[src/rtl/mux_arb_pkg.sv]
// mux_arb_pkg: shared constants, state encoding and pointer helper for the round-robin mux arbiter
package mux_arb_pkg;
    localparam int NUM_REQ = 4;
    localparam int SEL_W = 2;
    typedef enum logic {IDLE, GRANT} state_t;
    function automatic logic [SEL_W-1:0] nxt(input logic [SEL_W-1:0] p);
        return p + SEL_W'(1);
    endfunction
endpackage

[src/rtl/mux.sv]
// mux: 4:1 one-bit datapath mux, o = i[s]
module mux (
    input  logic [3:0] i,
    input  logic [1:0] s,
    output logic       o
);
    assign o = i[s];
endmodule

[src/rtl/mux_rr_arbiter_rr_pick.sv]
// rr_pick: rotated-priority search for the first active request starting at ptr
module rr_pick
    import mux_arb_pkg::*;
(
    input  logic [NUM_REQ-1:0] req,
    input  logic [SEL_W-1:0]   ptr,
    output logic               found,
    output logic [SEL_W-1:0]   idx
);
    logic [SEL_W-1:0] j;
    // Scan from farthest to nearest so the closest active request to ptr wins
    always_comb begin
        found = 1'b0;
        idx = '0;
        j = '0;
        for (int k = NUM_REQ - 1; k >= 0; k--) begin
            j = ptr + SEL_W'(k);
            if (req[j]) begin
                found = 1'b1;
                idx = j;
            end
        end
    end
endmodule

[src/rtl/mux_rr_arbiter.sv]
// mux_rr_arbiter: round-robin arbiter sequencing the mux select with bounded tenures and a registered output
module mux_rr_arbiter
    import mux_arb_pkg::*;
#(
    parameter int MAX_HOLD = 8,
    parameter int CNT_W = 8
) (
    input  logic               clk,
    input  logic               rst,
    input  logic [NUM_REQ-1:0] req,
    input  logic [NUM_REQ-1:0] i,
    output logic [NUM_REQ-1:0] gnt,
    output logic [SEL_W-1:0]   s,
    output logic               busy,
    output logic               o,
    output logic               o_valid
);
    state_t state_q, state_d;
    logic [NUM_REQ-1:0] gnt_q, gnt_d;
    logic [SEL_W-1:0] s_q, s_d, ptr_q, ptr_d, pick_idx;
    logic [CNT_W-1:0] cnt_q, cnt_d;
    logic o_q, o_d, o_valid_q, o_valid_d, pick_found, mux_o;

    rr_pick u_pick (.req(req), .ptr(ptr_q), .found(pick_found), .idx(pick_idx));
    mux u_mux (.i(i), .s(s_q), .o(mux_o));

    always_comb begin
        state_d = state_q;
        gnt_d = gnt_q;
        s_d = s_q;
        ptr_d = ptr_q;
        cnt_d = cnt_q;
        o_d = (state_q == GRANT) ? mux_o : o_q;
        o_valid_d = (state_q == GRANT);
        if (state_q == IDLE) begin
            if (pick_found) begin
                state_d = GRANT;
                gnt_d = NUM_REQ'(1) << pick_idx;
                s_d = pick_idx;
                cnt_d = '0;
            end
        end else if (!req[s_q] || cnt_q == CNT_W'(MAX_HOLD - 1)) begin
            // Release always passes through IDLE, giving the mandatory bubble
            state_d = IDLE;
            gnt_d = '0;
            ptr_d = nxt(s_q);
            cnt_d = '0;
        end else begin
            cnt_d = cnt_q + CNT_W'(1);
        end
    end

    always_ff @(posedge clk) begin
        if (rst) begin
            state_q <= IDLE;
            gnt_q <= '0;
            s_q <= '0;
            ptr_q <= '0;
            cnt_q <= '0;
            o_q <= 1'b0;
            o_valid_q <= 1'b0;
        end else begin
            state_q <= state_d;
            gnt_q <= gnt_d;
            s_q <= s_d;
            ptr_q <= ptr_d;
            cnt_q <= cnt_d;
            o_q <= o_d;
            o_valid_q <= o_valid_d;
        end
    end

    assign gnt = gnt_q;
    assign s = s_q;
    assign busy = (state_q == GRANT);
    assign o = o_q;
    assign o_valid = o_valid_q;
endmodule

[config.mk]
export PLATFORM = sky130hd
export DESIGN_NAME = mux_rr_arbiter
export DESIGN_NICKNAME = d
export VERILOG_FILES = /design/src/rtl/mux_arb_pkg.sv /design/src/rtl/mux.sv /design/src/rtl/mux_rr_arbiter_rr_pick.sv /design/src/rtl/mux_rr_arbiter.sv
export SDC_FILE = /design/constraint.sdc
export NUM_CORES = 1
export LEC_CHECK = 0
export CAP_MARGIN = 25
export CORE_UTILIZATION = 36
export CTS_CLUSTER_DIAMETER = 80
export DETAILED_ROUTE_END_ITERATION = 10
export SETUP_SLACK_MARGIN = 0.1
export SLEW_MARGIN = 30
export SYNTH_ARGS = -nofsm -noshare
export SYNTH_HDL_FRONTEND = slang
export SYNTH_HIERARCHICAL = 1
export SYNTH_SLANG_ARGS = --single-unit
[constraint.sdc]
create_clock -name clk -period 5.1 [get_ports clk]
set_input_delay 1.02 -clock clk [delete_from_list [all_inputs] [get_ports clk]]
set_output_delay 1.02 -clock clk [all_outputs]
set_load 0.02 [all_outputs]
# After elaboration in Yosys (flattened, before gate mapping)
# Index checks and enable logic that the tools add are counted.
[word_totals]
regBits = 19
inputBits = 10
output_inout_bits = 9
elab_cells = 56
[op_classes]
addsub = 5
magnitude_cmp = 5
n_eq_ne = 2
n_shift = 1
muxes = 29
n_bitwise = 1
n_reduce_logical = 6
[op_table]
columns = ["op", "count"]
rows = [
  ["8-bit 2-to-1 mux", 3],
  ["2-bit by 3-bit < comparator with 1-bit output (second input constant)", 5],
  ["1-bit 2-to-1 mux", 13],
  ["1-bit binary-select mux with 2-bit select", 6],
  ["4-bit 2-to-1 mux", 3],
  ["8-bit by 1-bit adder with 8-bit output (second input constant)", 1],
  ["8-bit by 3-bit equality test with 1-bit output (second input constant)", 1],
  ["2-bit 2-to-1 mux", 4],
  ["2-bit AND reduction", 3],
  ["2-bit by 1-bit adder with 2-bit output (second input constant)", 2],
  ["2-bit adder (second input constant)", 2],
  ["1-bit by 2-bit << shifter with 4-bit output (first input constant)", 1],
  ["2-bit by 1-bit != test with 1-bit output (second input constant)", 1],
  ["2-bit nonzero test", 1],
  ["1-bit logical NOT", 1],
  ["1-bit logical OR", 1],
  ["1-bit NOT", 1],
]

# Longest topological paths before layout
# Gate-level depths: netlist of the first run.
[logic_depth]
word_depth = 10
ltp_mapped = 6
ltp_nobuf = 6

# Modules after synthesis
# Netlist of the first run, hierarchy kept.
[by_module_without_submodules]
columns = ["mod", "n_inst", "cells_per_inst", "area_each_um2", "seq_area_each_um2"]
rows = [
  ["mux_rr_arbiter", 1, 98, 860.8, 380.4],
  ["rr_pick", 1, 13, 77.6, 0.0],
  ["mux", 1, 1, 22.5, 0.0],
]

# Worst setup path before layout of the first run
# No wires, ideal clock.
[synth_timing]
path_kind = "input to register"
startpoint = "input req[3]"
endpoint = "register gnt_q[0] (netlist: gnt[0])"
setup_ns = 0.132
t_arrival_ns = 2.058
required_time_ns = 4.968
slack_ns = 2.910
stages = 5
n_path_buf = 1
cell_sequence = "mux4_2 o211a_1 buf_2 o21ai_0 a21oi_1"
[synth_via]
elab_chain_len = 9
elab_cells_between_ends = 26
cone_classes = "eq/ne: 1; shift: 1; mux: 20; reduce/logical: 4"
[synth_lines]
columns = ["element", "line", "source"]
rows = [
  ["start, declared", "mux_rr_arbiter.sv:10", "input logic [NUM_REQ-1:0] req,"],
  ["1-bit binary-select mux with 2-bit select", "mux_rr_arbiter_rr_pick.sv:18", "if (req[j]) begin"],
  ["1-bit 2-to-1 mux (implied by the code)", "mux_rr_arbiter_rr_pick.sv:18", ""],
  ["2-bit 2-to-1 mux (4 in a row)", "mux_rr_arbiter_rr_pick.sv:18", ""],
  ["1-bit by 2-bit << shifter with 4-bit output", "mux_rr_arbiter.sv:38", "gnt_d = NUM_REQ'(1) << pick_idx;"],
  ["4-bit 2-to-1 mux", "mux_rr_arbiter.sv:36", "if (pick_found) begin"],
  ["4-bit 2-to-1 mux", "mux_rr_arbiter.sv:35", "if (state_q == IDLE) begin"],
  ["end signal, assigned", "mux_rr_arbiter.sv:64", "gnt_q <= gnt_d;"],
  ["end, declared", "mux_rr_arbiter.sv:19", "logic [NUM_REQ-1:0] gnt_q, gnt_d;"],
]
# Parallel ways exist; a longest one is shown, timed or not. The select of a mux whose other input is x is not followed.
# A chain may end at the register's enable or synchronous reset.

# Worst setup path after layout of the first run
[layout_timing]
startpoint = "register state_q (netlist: busy)"
endpoint = "output busy"
[layout_rtl]
columns = ["element", "line", "source"]
rows = [
  ["start, declared", "mux_rr_arbiter.sv:18", "state_t state_q, state_d;"],
  ["start signal, assigned", "mux_rr_arbiter.sv:63", "state_q <= state_d;"],
  ["end, declared", "mux_rr_arbiter.sv:14", "output logic busy,"],
]
# No word-level cell between the ends.

==> results.yml, run 1 <==
hold_path:
  holdCritPathClass: "reg -> reg"
logic_synthesis:
  post_synth_xor_area_fraction_pct: 0.9115
  post_synth_inst_count: 112
  synth_edf_count: 0
  synth-compound-area-share_pct: 19.66
  synth_sequential_area_ratio_pct: 39.58
  syn_area_um2: 960.9
  postSynthRegisterBits: 19
  synth_commonest_cells: "sky130_fd_sc_hd__dfxtp_1, sky130_fd_sc_hd__nand2_1, sky130_fd_sc_hd__a21oi_1, sky130_fd_sc_hd__nor2_1, sky130_fd_sc_hd__nand3_1"
  total_nets_after_synthesis: 123
  synth_area_leader_cell: "sky130_fd_sc_hd__dfxtp_1"
  yosys_warnings: 6
  yosysMostFrequentCell: "sky130_fd_sc_hd__dfxtp_1"
  synth_cell_type_count: 31
  mean_syn_cell_area_um2: 8.580
  synthSimpleGateAreaFrac_pct: 28.26
  synthFlopType: "sky130_fd_sc_hd__dfxtp_1"
  ys_top_cells_by_area: "sky130_fd_sc_hd__dfxtp_1, sky130_fd_sc_hd__nand2_1, sky130_fd_sc_hd__a21oi_1"
  synth_top_family_by_area: "simple AND/OR/NAND/NOR gates"
  synth_adder_area_share_pct: 1.302
  synth.area.mux_share_pct: 7.813
  synthDominantCellAreaShare_pct: 39.58
  share_of_async_settable_or_async_resettable_flops_after_synthesis_pct: 0
clocking:
  max-clock-path-buffers: 2
  cts_hold_buffers: 0
  cts-htree-levels: 1
  postCtsSetupBuffers: 0
  cts_made_buffers: 3
  clk_root_buffer_cell: "sky130_fd_sc_hd__clkbuf_4"
  cts_resized: 0
  clk_transition_reported_paths_ps: 110
  clkLatencyLatePin_ps: 300
  tritoncts: "built"
  cts.sinks: 19
pwr:
  power.combinational.fraction_pct: 21.0
  leakagePower_nw: 0.3772
  clkPwrFrac_pct: 24.8
  power_switching_mw: 0.08872
  vdd_drop_max_v: 0.0001759
  p_sw_share_pct: 28.93
  cellPowerDensity_nw_per_um2: 259.4
  p_seq_share_pct: 54.2
  total_power_mw: 0.3067
  intPower_mw: 0.2180
sta:
  rsz0062_at_grt: "false"
  min_period_ps: 2588
  worst_slew_pin_slew_ps: 803.5
  relSlewSlack_pct: 46.24
  fmax_ghz: 0.3863
  number_of_endpoints_failing_setup_at_the_final_stage: 0
  clock-skew-final_ps: 1.242
  timing_max_transition_violations_final: 0
  number_of_hold_slack_violations_in_the_final_timing_report: 0
  final_cycle_share_pct: 50.75
  finalSetupTns_ps: 0
critical_path:
  crit_path_start_kind: "flop"
  worst-endpoint-required_ps: 4080
  critical_path_arrival_ps: 1570
  timing.critical_path.slowest_cell_delay_ps: 680
  worstSetupEndpointType: "output pin"
  cp.buffers_inverters: 1
  timing.critical_path.max_delay_family: "buffers and inverters"
  path_cells: "clkdlybuf4s50_1"
  critical_path_class: "reg -> out"
  crit_path_top_delay_cell: "sky130_fd_sc_hd__clkdlybuf4s50_1"
  peak_fanout_along_the_critical_path: 11
  worst-r2r-setup-slack_ps: 3260
global_routing:
  grt_start_max_net_pins: 20
  wire_length_of_the_first_global_routing_pass_um: 3450
  globalRoute.totalOverflow: 0
  number_of_antenna_violations_at_the_first_check_in_global_routing: 0
  grt.total_usage_pct: 16.77
  first_global_vias: 765
die:
  die_area_um2: 2880
  row_count: 18
  core-area_um2: 2500
  start_util_pct: 38.44
  floorplan.io_pins: 19
  fp.dieH_um: 53.67
  die_w_um: 53.67
cells_and_area:
  num-nets-final: 141
  fillers: 240
  synth_to_final_area_change_pct: 23.05
  insertedDiodeCount: 0
  post_route_cells_drive_above_1_share_pct: 10.08
placed_design:
  place_hpwl_um: 1444
  gp_congestion: 0.7278
  port_buffers: 18
detailed_routing:
  average_wire_length_per_cell_after_detail_routing_um: 12.71
  totalWireLength_um: 2021
  drtPass1Iterations: 4
  final_antenna_net_count: 0
  number_of_violations_reported_at_the_end_of_detailed_routing_iteration_0: 14
  average_via_count_per_standard_cell: 5.491
  drt_drc_violations_left: 0
  route.vias.total: 873
run_status:
  outcome: "finished clean"
job:
  max_cap_viol_count: 0
## worst reg2reg max path, cell delays in order (launching register included)
cell and delay [ps]:
sky130_fd_sc_hd__dfxtp_1 500, sky130_fd_sc_hd__mux4_2 610, sky130_fd_sc_hd__o211a_1 290, sky130_fd_sc_hd__o21ai_0 220, sky130_fd_sc_hd__a21oi_1 90
## power groups by stage
| stage | Combinational (mW) | Clock, mW | Sequential, mW |
|---|---|---|---|
| after floorplan | 0.0362 | 0 | 0.173 |
| after global placement | 0.0640 | 0 | 0.169 |
| after detailed placement | 0.0646 | 0 | 0.170 |
| after CTS | 0.0649 | 0.0804 | 0.166 |
| after global routing | 0.0703 | 0.0897 | 0.168 |
| final | 0.0643 | 0.0762 | 0.166 |
## logic make-up after synthesis
logic type | Yosys count
AO/OA/AOI/OAI | 28
XOR/XNOR | 1
adder cells (fa/ha/maj) | 1
buffers and inverters | 5
flip-flops | 19
multiplexers | 5
AND/OR/NAND/NOR | 53
## final timing paths
kind | start | to | cells after the start
max | busy$_SDFF_PP0_ | busy | 1
min | gnt[1]$_SDFFE_PP0P_ | gnt[1]$_SDFFE_PP0P_ | 2
max reg2reg | s[0]$_SDFFE_PP0P_ | gnt[2]$_SDFFE_PP0P_ | 4
min reg2reg | gnt[1]$_SDFFE_PP0P_ | gnt[1]$_SDFFE_PP0P_ | 2
## metrics by stage
stage                     utilization, %  worst slack (ps)  hold WS (ps)  cell area [um2]  instances
after CTS                          47.30              2501         491.4             1182        159
final                              47.30              2512         490.5             1182        159
after global routing               47.30              2417         525.5             1182        159
after floorplan                        -              2910         474.2            960.9        112
after detailed placement           46.20              2282         469.4             1155        155
after global placement             46.20              2318         471.5             1155        155
## layout by cell type (no fill, tap or decap)
cell | Yosys | routed
sky130_fd_sc_hd__or2_2 | 3 | 3
sky130_fd_sc_hd__o21ai_0 | 5 | 5
sky130_fd_sc_hd__and2_1 | 1 | 1
sky130_fd_sc_hd__mux4_2 | 2 | 2
sky130_fd_sc_hd__o211a_1 | 1 | 1
sky130_fd_sc_hd__a211oi_2 | 1 | 1
sky130_fd_sc_hd__nor2b_1 | 2 | 2
sky130_fd_sc_hd__a31oi_1 | 6 | 6
sky130_fd_sc_hd__clkdlybuf4s50_1 | 0 | 18
sky130_fd_sc_hd__a211oi_1 | 3 | 3
sky130_fd_sc_hd__clkbuf_4 | 0 | 3
sky130_fd_sc_hd__nor3b_1 | 1 | 1
sky130_fd_sc_hd__or4_1 | 1 | 1
sky130_fd_sc_hd__clkinv_2 | 0 | 1
sky130_fd_sc_hd__nand3_1 | 7 | 7
sky130_fd_sc_hd__nand2b_1 | 3 | 3
sky130_fd_sc_hd__a21oi_1 | 9 | 9
sky130_fd_sc_hd__nor3_1 | 1 | 1
sky130_fd_sc_hd__or3_2 | 2 | 2
sky130_fd_sc_hd__ha_1 | 1 | 1
sky130_fd_sc_hd__mux2i_1 | 3 | 3
sky130_fd_sc_hd__or3_1 | 4 | 4
sky130_fd_sc_hd__nand4bb_1 | 1 | 1
sky130_fd_sc_hd__nand3b_1 | 2 | 2
sky130_fd_sc_hd__nand2_1 | 16 | 16
sky130_fd_sc_hd__xnor2_1 | 1 | 1
sky130_fd_sc_hd__dfxtp_1 | 19 | 19
sky130_fd_sc_hd__o211ai_1 | 1 | 1
sky130_fd_sc_hd__o211ai_4 | 1 | 1
sky130_fd_sc_hd__a22oi_1 | 1 | 1
sky130_fd_sc_hd__nor2_1 | 9 | 9
## flip-flops by register name (all words and copies together) (netlist names)
name and flops:
o_valid 1, o 1, ptr_q 2, gnt 4, cnt_q 8, s 2, busy 1
## cell type report
class / instances / area (um2) / area share, %
Clock buffer: 3 / 22.52 / 1.905
Clock inverter: 1 / 5.005 / 0.4233
Multi-Input combinational cell: 88 / 556.8 / 47.09
Sequential cell: 19 / 380.4 / 32.17
Tap cell: 30 / 37.54 / 3.175
Timing Repair Buffer: 18 / 180.2 / 15.24
## per-layer routing
metal | track usage [%] | vias up | part of all wire [%]
met3 | 6.215 | 2 | 3.7
met2 | 25.31 | 14 | 45
met5 | 0 | - | 0
li1 | - | 444 | -
met1 | 21.96 | 413 | 51
met4 | 5.263 | 0 | 0.64
No activity file was read; power rests on OpenSTA's default activity.
==> run 2: changes to the inputs <==
Clock period 5.1 ns to 2.4 ns, I/O delays scaled along.
==> results.yml, run 2 (synthesis gave the netlist of run 1 again) <==
clocking:
  clk_root_buffer_cell: "sky130_fd_sc_hd__clkbuf_4"
  tritoncts: "built"
  postCtsSetupBuffers: 0
  clkLatencyLatePin_ps: 300
  cts-htree-levels: 1
  cts.sinks: 19
  max-clock-path-buffers: 2
  clk_transition_reported_paths_ps: 110
  cts_made_buffers: 3
  cts_resized: 0
  cts_hold_buffers: 0
sta:
  number_of_endpoints_failing_setup_at_the_final_stage: 0
  rsz0062_at_grt: "false"
  min_period_ps: 2090
  relSlewSlack_pct: 53.33
  worst_slew_pin_slew_ps: 697.8
  clock-skew-final_ps: 9.833
  number_of_hold_slack_violations_in_the_final_timing_report: 0
  timing_max_transition_violations_final: 0
  worst_setup_margin_ps: 309.9
  final_cycle_share_pct: 87.09
  finalSetupTns_ps: 0
  fmax_ghz: 0.4785
pwr:
  leakagePower_nw: 0.3852
  cellPowerDensity_nw_per_um2: 546.7
  vdd_drop_max_v: 0.0004425
die:
  core-area_um2: 2500
  floorplan.io_pins: 19
  row_count: 18
  die_w_um: 53.67
  start_util_pct: 38.44
  die_area_um2: 2880
  fp.dieH_um: 53.67
cells_and_area:
  synth_to_final_area_change_pct: 24.48
  fillers: 243
  multi_input_comb_area_um2: 556.8
  largest-register: "cnt_q"
  most-common-layout-cells: "sky130_fd_sc_hd__dfxtp_1, sky130_fd_sc_hd__clkdlybuf4s50_1, sky130_fd_sc_hd__nand2_1"
  largest_reg_flops: 8
  mostFrequentLayoutCell: "sky130_fd_sc_hd__dfxtp_1"
  sequential_cell_area_um2: 380.4
  insertedDiodeCount: 0
  final_area_um2: 1196
  num-nets-final: 143
  post_route_cells_drive_above_1_share_pct: 10.69
detailed_routing:
  average_via_count_per_standard_cell: 5.366
  totalWireLength_um: 2055
  drtPass1Iterations: 4
  average_wire_length_per_cell_after_detail_routing_um: 12.76
  number_of_violations_reported_at_the_end_of_detailed_routing_iteration_0: 22
  route.vias.total: 864
  drt_drc_violations_left: 0
  final_antenna_net_count: 0
global_routing:
  wire_length_of_the_first_global_routing_pass_um: 3477
  number_of_antenna_violations_at_the_first_check_in_global_routing: 0
  met3_usage_pct: 5.650
  globalRoute.totalOverflow: 0
  top_usage_layer: "met2"
  grt_start_max_net_pins: 20
  first_global_vias: 794
  grt.total_usage_pct: 16.50
  grt.met2_usage_pct: 26.54
  gr-usage-met1_pct: 20.78
critical_path:
  timing.critical_path.max_delay_family: "buffers and inverters"
  path_cells: "clkdlybuf4s50_1"
  cp.buffers_inverters: 1
  timing.critical_path.slowest_cell_delay_ps: 690
  worst-endpoint-required_ps: 1920
  critical_path_class: "reg -> out"
  worstSetupEndpointType: "output pin"
  crit_path_top_delay_cell: "sky130_fd_sc_hd__clkdlybuf4s50_1"
  critical_path_arrival_ps: 1610
  crit_path_start_kind: "flop"
  peak_fanout_along_the_critical_path: 11
placed_design:
  port_buffers: 18
  post_dp_cell_area_um2: 1170
  gp_congestion: 0.7536
  place_ws_ps: 126.4
  place_hpwl_um: 1481
job:
  max_cap_viol_count: 0
run_status:
  outcome: "finished clean"
hold_path:
  holdCritPathClass: "reg -> reg"
==> run 2: changes by cell type in the layout (fill, tap and decap cells not counted) <==
cell and delta:
sky130_fd_sc_hd__clkbuf_1 +1, sky130_fd_sc_hd__clkinv_2 -1, sky130_fd_sc_hd__buf_4 +2
==> run 2: where the power goes <==
part	switching, mW	total (mW)	leakage [nW]	internal, mW
clock	0.0958	0.160	0.0150	0.0647
sequential	0.0194	0.351	0.155	0.332
combinational	0.0707	0.142	0.215	0.0713
total	0.186	0.654	0.385	0.468
==> run 2: path summary, 6_finish.rpt <==
| path | to | slack, ps | from | depth (start not counted) |
|---|---|---|---|---|
| min reg2reg | gnt[1]$_SDFFE_PP0P_ | 480 | gnt[1]$_SDFFE_PP0P_ | 2 |
| max | busy | 310 | busy$_SDFF_PP0_ | 1 |
| min | gnt[1]$_SDFFE_PP0P_ | 480 | gnt[1]$_SDFFE_PP0P_ | 2 |
| max reg2reg | gnt[3]$_SDFFE_PP0P_ | 700 | cnt_q[0]$_SDFFE_PP0P_ | 5 |
==> run 2: layout make-up <==
type / instances / share of cell area [%]
multi-input combinational: 88 / 46.55
sequential: 19 / 31.80
timing repair buffer: 20 / 16.32
tap: 30 / 3.138
clock buffer: 4 / 2.197
==> run 2: layer usage <==
metal / vias to the layer above / share of wire (%) / wire length (um)
li1: 448 / - / -
met1: 393 / 46 / 953
met2: 21 / 49 / 1002
met3: 2 / 4.4 / 90
met4: 0 / 0.39 / 8
met5: - / 0 / 0
==> run 2: metrics by stage <==
step | utilization (%) | hold slack, ps | std cells | power [mW]
after global routing | 47.85 | 524.1 | 161 | 0.6887
after global placement | 46.80 | 465.6 | 157 | 0.4982
after detailed placement | 46.80 | 467.4 | 157 | 0.5010
final | 47.85 | 484.9 | 161 | 0.6539
after floorplan | - | 474.2 | 112 | 0.4440
after CTS | 47.85 | 486.9 | 161 | 0.6620
==> run 3: changes to the inputs <==
Settings changed: CORE_MARGIN from default to 8, CORE_UTILIZATION 36 to 45, PLACE_DENSITY from default to 0.71, REMOVE_ABC_BUFFERS from default to 1.
==> results.yml, run 3 (synthesis gave the netlist of run 1 again) <==
clocking:
  clk_transition_reported_paths_ps: 110
  cts.sinks: 19
  cts_hold_buffers: 0
  max-clock-path-buffers: 2
  tritoncts: "built"
  clkLatencyLatePin_ps: 290
  cts_resized: 0
  clk_root_buffer_cell: "sky130_fd_sc_hd__clkbuf_4"
  postCtsSetupBuffers: 0
  cts_made_buffers: 3
  cts-htree-levels: 1
cells_and_area:
  mostFrequentLayoutCell: "sky130_fd_sc_hd__dfxtp_1"
  most-common-layout-cells: "sky130_fd_sc_hd__dfxtp_1, sky130_fd_sc_hd__clkdlybuf4s50_1, sky130_fd_sc_hd__nand2_1"
  largest_reg_flops: 8
  final_area_um2: 1194
  num-nets-final: 143
  insertedDiodeCount: 0
  fillers: 171
  finish.utilization_pct: 60.23
  synth_to_final_area_change_pct: 24.22
  post_route_cells_drive_above_1_share_pct: 11.45
  largest-register: "cnt_q"
sta:
  timing_max_transition_violations_final: 0
  rsz0062_at_grt: "false"
  worst_slew_pin_slew_ps: 664.8
  number_of_endpoints_failing_setup_at_the_final_stage: 0
  relSlewSlack_pct: 55.54
  min_period_ps: 1991
  worst_setup_margin_ps: 409.4
  clock-skew-final_ps: 4.228
  finalSetupTns_ps: 0
  number_of_hold_slack_violations_in_the_final_timing_report: 0
  final_cycle_share_pct: 82.94
  fmax_ghz: 0.5024
detailed_routing:
  final_antenna_net_count: 0
  number_of_violations_reported_at_the_end_of_detailed_routing_iteration_0: 30
  average_via_count_per_standard_cell: 5.500
  route.vias.total: 869
  average_wire_length_per_cell_after_detail_routing_um: 14.19
  drtPass1Iterations: 4
  totalWireLength_um: 2242
  drt_drc_violations_left: 0
pwr:
  p_seq_share_pct: 53.1
  power_switching_mw: 0.1921
  power.combinational.fraction_pct: 22.2
  p_sw_share_pct: 29.21
  cellPowerDensity_nw_per_um2: 551.1
  clkPwrFrac_pct: 24.7
  intPower_mw: 0.4657
  vdd_drop_max_v: 0.0003294
  leakagePower_nw: 0.3876
global_routing:
  first_global_vias: 866
  top_usage_layer: "met2"
  globalRoute.totalOverflow: 0
  gr-usage-met1_pct: 13.23
  met3_usage_pct: 3.047
  grt.total_usage_pct: 11.83
  grt_start_max_net_pins: 20
  grt.met2_usage_pct: 20.44
  number_of_antenna_violations_at_the_first_check_in_global_routing: 0
  wire_length_of_the_first_global_routing_pass_um: 3774
critical_path:
  crit-reg2reg-launch: "s[0]$_SDFFE_PP0P_"
  path_cells: "clkdlybuf4s50_1 > mux4_2 > o211a_1 > o21ai_0 > a21oi_1"
  critical_path_arrival_ps: 2150
  crit_path_start_kind: "input port"
  worstSetupEndpointType: "flop"
  critical_path_class: "in -> reg"
  r2r-end: "gnt[0]$_SDFFE_PP0P_"
  worst-r2r-setup-slack_ps: 510
  ff2ff_path_depth: 4
  crit_path_top_delay_cell: "sky130_fd_sc_hd__mux4_2"
  worst-endpoint-required_ps: 2560
  peak_fanout_along_the_critical_path: 13
  timing.critical_path.slowest_cell_delay_ps: 550
die:
  row_count: 16
  start_util_pct: 48.48
  die_w_um: 62.21
  fp.dieH_um: 62.21
  core-area_um2: 1982
  die_area_um2: 3870
  floorplan.io_pins: 19
placed_design:
  place_hpwl_um: 1663
  port_buffers: 18
  gp_congestion: 0.7918
  place_ws_ps: 111.7
  post_dp_cell_area_um2: 1166
run_status:
  outcome: "finished clean"
hold_path:
  whs_endpoint: "gnt[2]$_SDFFE_PP0P_"
  holdCritPathClass: "reg -> reg"
  hold_depth: 2
  hold_start: "gnt[2]$_SDFFE_PP0P_"
job:
  max_cap_viol_count: 0
[run 3: cell types whose count changed in the layout (fill, tap and decap cells not counted)]
| cell | change |
|---|---|
| sky130_fd_sc_hd__clkbuf_1 | -1 |
| sky130_fd_sc_hd__clkinv_2 | +1 |
[run 3: power groups by stage]
stage	registers (mW)	logic, mW	clock network, mW
5_1_grt	0.352	0.159	0.192
2_1_floorplan	0.371	0.0656	0
3_3_place_gp	0.356	0.142	0
4_1_cts	0.349	0.147	0.169
3_5_place_dp	0.356	0.146	0
6_report	0.349	0.146	0.163
[run 3: per-layer routing]
| layer | up-vias | share of wire [%] |
|---|---|---|
| li1 | 444 | - |
| met1 | 413 | 45 |
| met4 | 0 | 0.67 |
| met2 | 10 | 51 |
| met5 | - | 0 |
| met3 | 2 | 3.0 |
[run 3: worst max-delay path, delay by kind of cell]
family,cells,cell delay [ps]
AO/OA/AOI/OAI,3,630
buffers and inverters,1,480
multiplexers,1,550
[run 3: how the worst max path moves through the flow]
| stage | depth (start not counted) | end | startpoint | slack (ps) |
|---|---|---|---|---|
| after global routing | 1 | s[0] | s[0]$_SDFFE_PP0P_ | 350 |
| after detailed placement | 5 | gnt[0]$_SDFFE_PP0P_ | req[3] | 110 |
| after global placement | 5 | gnt[0]$_SDFFE_PP0P_ | req[3] | 200 |
| after CTS | 1 | s[0] | s[0]$_SDFFE_PP0P_ | 410 |
| final | 5 | gnt[0]$_SDFFE_PP0P_ | req[3] | 410 |
| after floorplan | 4 | gnt[0]$_SDFFE_PP0P_ | s[0]$_SDFFE_PP0P_ | 660 |
[run 3: area by class of cell]
cell class | count | area (um2) | area share (%)
Clock buffer | 3 | 22.52 | 1.887
Clock inverter | 1 | 5.005 | 0.4193
Multi-Input combinational cell | 88 | 556.8 | 46.65
Sequential cell | 19 | 380.4 | 31.87
Tap cell | 27 | 33.78 | 2.830
Timing Repair Buffer | 20 | 195.2 | 16.35
[run 3: per-stage QoR]
step,hold WS [ps],power [mW],instances
3_3_place_gp,464.3,0.4979,154
6_report,498.0,0.6578,158
4_1_cts,499.7,0.6650,158
2_1_floorplan,463.1,0.4362,107
3_5_place_dp,482.9,0.5027,154
5_1_grt,533.5,0.7035,158
==> RTL edit 1, RTL diff (settings of run 2) <==
Reset style: asynchronous (`rst`), changed in one clocked block.
--- a/src/rtl/mux_rr_arbiter.sv
+++ b/src/rtl/mux_rr_arbiter.sv
@@ -51,5 +51,5 @@
     end
 
-    always_ff @(posedge clk) begin
+    always_ff @(posedge clk or posedge rst) begin
         if (rst) begin
             state_q <= IDLE;
Check against the original RTL: differs if rst is asserted again (counterexample within 4 cycles, from zero or initial values and one cycle with rst high); with rst held inactive, the same outputs for 10 cycles.
==> RTL edit 1 against run 2 <==
- sequential cell count did not move
- largest cell class unchanged
- cell area is 7.2% higher
- highest routed layer unchanged
- synthesized area increased by 7.7%
- worst setup slack improved by 120 ps
- synthesized cell count down 11%
- die area is 7.4% higher
- routed wire length rose by 9.4%
- critical endpoint is now s[0]
- critical path type unchanged
Power is not compared: it rests on default switching activity, and its combinational part moved more than twofold at a synthesized area within 25%.
==> RTL edit 1: results (changes against run 2) <==
[setup_path]
cp_max_fo = 6  ; was 11
worstRegToRegCells = 4  ; was 5
crit_end = s[0]  ; was busy
startpoint = s[0]  ; was busy
r2r_slack_ps = 540  ; was 700 ps
arrival_ps = 1490  ; was 1610 ps
r2r_end = cnt_q[5]  ; was gnt[3]
slowest_delay_ps = 660  ; was 690 ps
crit_slowest_cell = clkdlybuf4s50_1  ; unchanged

[place]
dp_slack_ps = 141  ; was 126 ps
placed_cell_area_mm2 = 0.00126  ; was 0.00117 mm2
hpwl_um = 1540  ; was 1480 um
placed_cells = 148  ; was 157
gp_congestion = 0.801  ; was 0.754

[finish]
top_register = cnt_q  ; unchanged
num-fill-cells = 253  ; was 243
layout.nets = 133  ; was 143
drive_above_1_share = 0.124  ; was 0.107

[logic_synthesis]
yosysSeqAreaShare = 0.459  ; was 0.396
synthCells = 100  ; was 112
synth_nets = 111  ; was 123
synth_top_cell_by_area = dfrtp_1  ; was dfxtp_1
synth.distinct_cells = 32  ; was 31
async_flop_share = 1.00  ; was 0
synthTopCellsByCount = dfrtp_1, nand2_1, o21ai_0  ; was dfxtp_1, nand2_1, a21oi_1, nor2_1, nand3_1
ys_top_cells_by_area = dfrtp_1, mux2i_1, mux2_2, mux4_2, nand2_1  ; was dfxtp_1, nand2_1, a21oi_1, mux4_2, a31oi_1

[global_route]
grt_pass1_wl_um = 3970  ; was 3480 um
track_usage = 0.168  ; was 0.165
grt_pass1_vias = 867  ; was 794
grt_max_degree = 20  ; unchanged

[clock_network]
cts_root_buf = clkbuf_4  ; unchanged

[timing]
skew_ps = 6.60  ; was 9.83 ps
slew-limit-headroom = 0.512  ; was 0.533
fin_ws_ps = 427  ; was 310 ps

[route]
wl_um = 2250  ; was 2060 um
avgViaCountPerCell = 5.70  ; was 5.37
drt_iter0_markers = 20  ; was 22
wl_per_cell_um = 14.8  ; was 12.8 um

[status]
status = completed  ; unchanged

[hold_path]
hp-class = reg -> reg  ; unchanged

[RTL edit 1: metal layers]
metal  vias up  track usage  share of wire
li1        411            -              -
met5         -            0              0
met2        21        0.265           0.47
met1       429        0.200           0.45
met3         5       0.0628          0.060
met4         0       0.0857          0.019
[RTL edit 1: how the worst min path moves through the flow]
stage | slack (ps) | cells past startpoint | end | startpoint
4_1_cts | 520 | 2 | gnt[3] | gnt[3]
3_5_place_dp | 500 | 2 | gnt[3] | gnt[3]
3_3_place_gp | 490 | 1 | o | o
6_report | 510 | 2 | gnt[3] | gnt[3]
5_1_grt | 550 | 1 | o | o
2_1_floorplan | 430 | 1 | busy | rst
[RTL edit 1: area by class of cell]
| class | instances | area, um2 | share of cell area |
|---|---|---|---|
| inverters | 2 | 7.51 | 0.00585 |
| well taps | 31 | 38.8 | 0.0302 |
| flip-flops and latches | 19 | 475 | 0.371 |
| clock buffers | 4 | 26.3 | 0.0205 |
| multi-input cells | 76 | 539 | 0.420 |
| repair buffers | 20 | 195 | 0.152 |
[RTL edit 1: power by group]
group          internal, mW  total (mW)  switching (mW)  leakage, nW
Combinational         0.349       0.698           0.350        0.287
Sequential            0.426       0.532           0.106        0.244
Clock                0.0651       0.172           0.107       0.0150
[RTL edit 1: logic make-up after synthesis]
kind of cell / synth area share
fa+ha+maj: 0.0121
flops: 0.459
xor+xnor: 0.00847
mux: 0.135
buf+inv: 0.0193
compound gates: 0.180
simple gates: 0.185
==> RTL edit 2, RTL diff (settings of run 2) <==
Made on the original files. Set the parameter `MAX_HOLD` to 7 (it was 8).
--- a/src/rtl/mux_rr_arbiter.sv
+++ b/src/rtl/mux_rr_arbiter.sv
@@ -3,5 +3,5 @@
     import mux_arb_pkg::*;
 #(
-    parameter int MAX_HOLD = 8,
+    parameter int MAX_HOLD = 7,
     parameter int CNT_W = 8
 ) (
Function: changed (a bounded check fails within 10 cycles, from zero or initial values and one cycle with rst high).
==> RTL edit 2 against run 2 <==
- sequential share of layout area shrank 2.5 points
- worst setup slack improved by 56 ps
- sequential cell count did not move
- routed wire length rose by 11%
- total power fell by 0.77%
- largest cell class unchanged
- critical path depth is the same
- die area up 9.6%
- synthesized area increased by 10%
- cell area is 8.6% higher
==> RTL edit 2: results (changes against run 2) <==
[setup_path]
startpoint = s[0]  ; was busy
crit_end = s[0]  ; was busy
r2r_end = gnt[1]  ; was gnt[3]
r2r_start = cnt_q[1]  ; was cnt_q[0]
arrival_ps = 1550  ; was 1610 ps
r2r_slack_ps = 570  ; was 700 ps
cp_max_fo = 8  ; was 11

[logic_synthesis]
synth.avg_cell_area_um2 = 8.60  ; was 8.58 um2
ys_top_cells_by_area = dfxtp_1, a21oi_1, mux2i_1, nand2b_1, nand2_1  ; was dfxtp_1, nand2_1, a21oi_1, mux4_2, a31oi_1
synthTopCellsByCount = dfxtp_1, nand2_1, nor2_1  ; was dfxtp_1, nand2_1, a21oi_1, nor2_1, nand3_1
synth_nets = 135  ; was 123
synth.distinct_cells = 35  ; was 31
yosysSeqAreaShare = 0.360  ; was 0.396

[global_route]
grtUsageMet1 = 0.203  ; was 0.208
grt_max_degree = 19  ; was 20
grt_use_met2 = 0.291  ; was 0.265
track_usage = 0.165  ; about the same
use_met3 = 0.0256  ; was 0.0565
grt_pass1_wl_um = 4140  ; was 3480 um
grt_pass1_vias = 951  ; was 794

[route]
wl_met3_um = 71  ; was 90 um
avgViaCountPerCell = 5.43  ; was 5.37
wl_met2_um = 1140  ; was 1000 um
wl_um = 2280  ; was 2060 um
dr.max_layer_used = met4  ; unchanged
wl_met1_um = 1040  ; was 953 um
wl_per_cell_um = 13.1  ; was 12.8 um

[place]
dp_slack_ps = 255  ; was 126 ps
placed_cell_area_mm2 = 0.00127  ; was 0.00117 mm2
gp_congestion = 0.768  ; was 0.754
placed_cells = 170  ; was 157
hpwl_um = 1770  ; was 1480 um

[finish]
multi_input_area_um2 = 627  ; was 557 um2
drive_above_1_share = 0.0909  ; was 0.107
top_register = cnt_q  ; unchanged
layout.nets = 156  ; was 143
num-fill-cells = 299  ; was 243

[timing]
tightestPinTransition_ps = 582  ; was 698 ps
skew_ps = 5.97  ; was 9.83 ps
holdWs_ps = 486  ; was 485 ps
post-route-min-period_ps = 2030  ; was 2090 ps

[pwr]
comb-power_uw = 140
pwr-share-comb = 0.215  ; was 0.217
switching_share = 0.283  ; was 0.284
ir_drop_mv = 0.294  ; was 0.443 mV
clkPwrFrac = 0.246
power_leakage_nw = 0.441  ; was 0.385 nW

[clock_network]
cts_setup_buffers = 0  ; unchanged
cts_made_buffers = 3  ; unchanged

[hold_path]
worstHoldStart = gnt[2]  ; was gnt[1]
whs_endpoint = gnt[2]  ; was gnt[1]

[status]
status = completed  ; unchanged

-- RTL edit 2: changes by cell type in the layout (fill, tap and decap cells not counted), moves of 3 or more --
cell      change
nand2b_1      +5
o32ai_1       +4
a31oi_1       -3
or2_2         -3
inv_1         +6
nor3_1        +4
or3_1         -3
nand2_1       -3
-- RTL edit 2: cells by family after synthesis --
kind of cell / Yosys count / synth area share
xor gates and xnor gates: 1 / 0.00829
muxes: 7 / 0.0899
DFF: 19 / 0.360
adders and majority gates: 2 / 0.0237
buffers and inverters: 11 / 0.0473
AOI/OAI and AO/OA: 33 / 0.220
and+or+nand+nor: 50 / 0.251
-- RTL edit 2: area by class of cell --
type / count / area share
inverters: 6 / 0.0173
multi-input cells: 93 / 0.483
clock buffers: 3 / 0.0173
repair buffers: 21 / 0.156
flip-flops and latches: 19 / 0.293
clock inverters: 1 / 0.00385
well taps: 31 / 0.0299
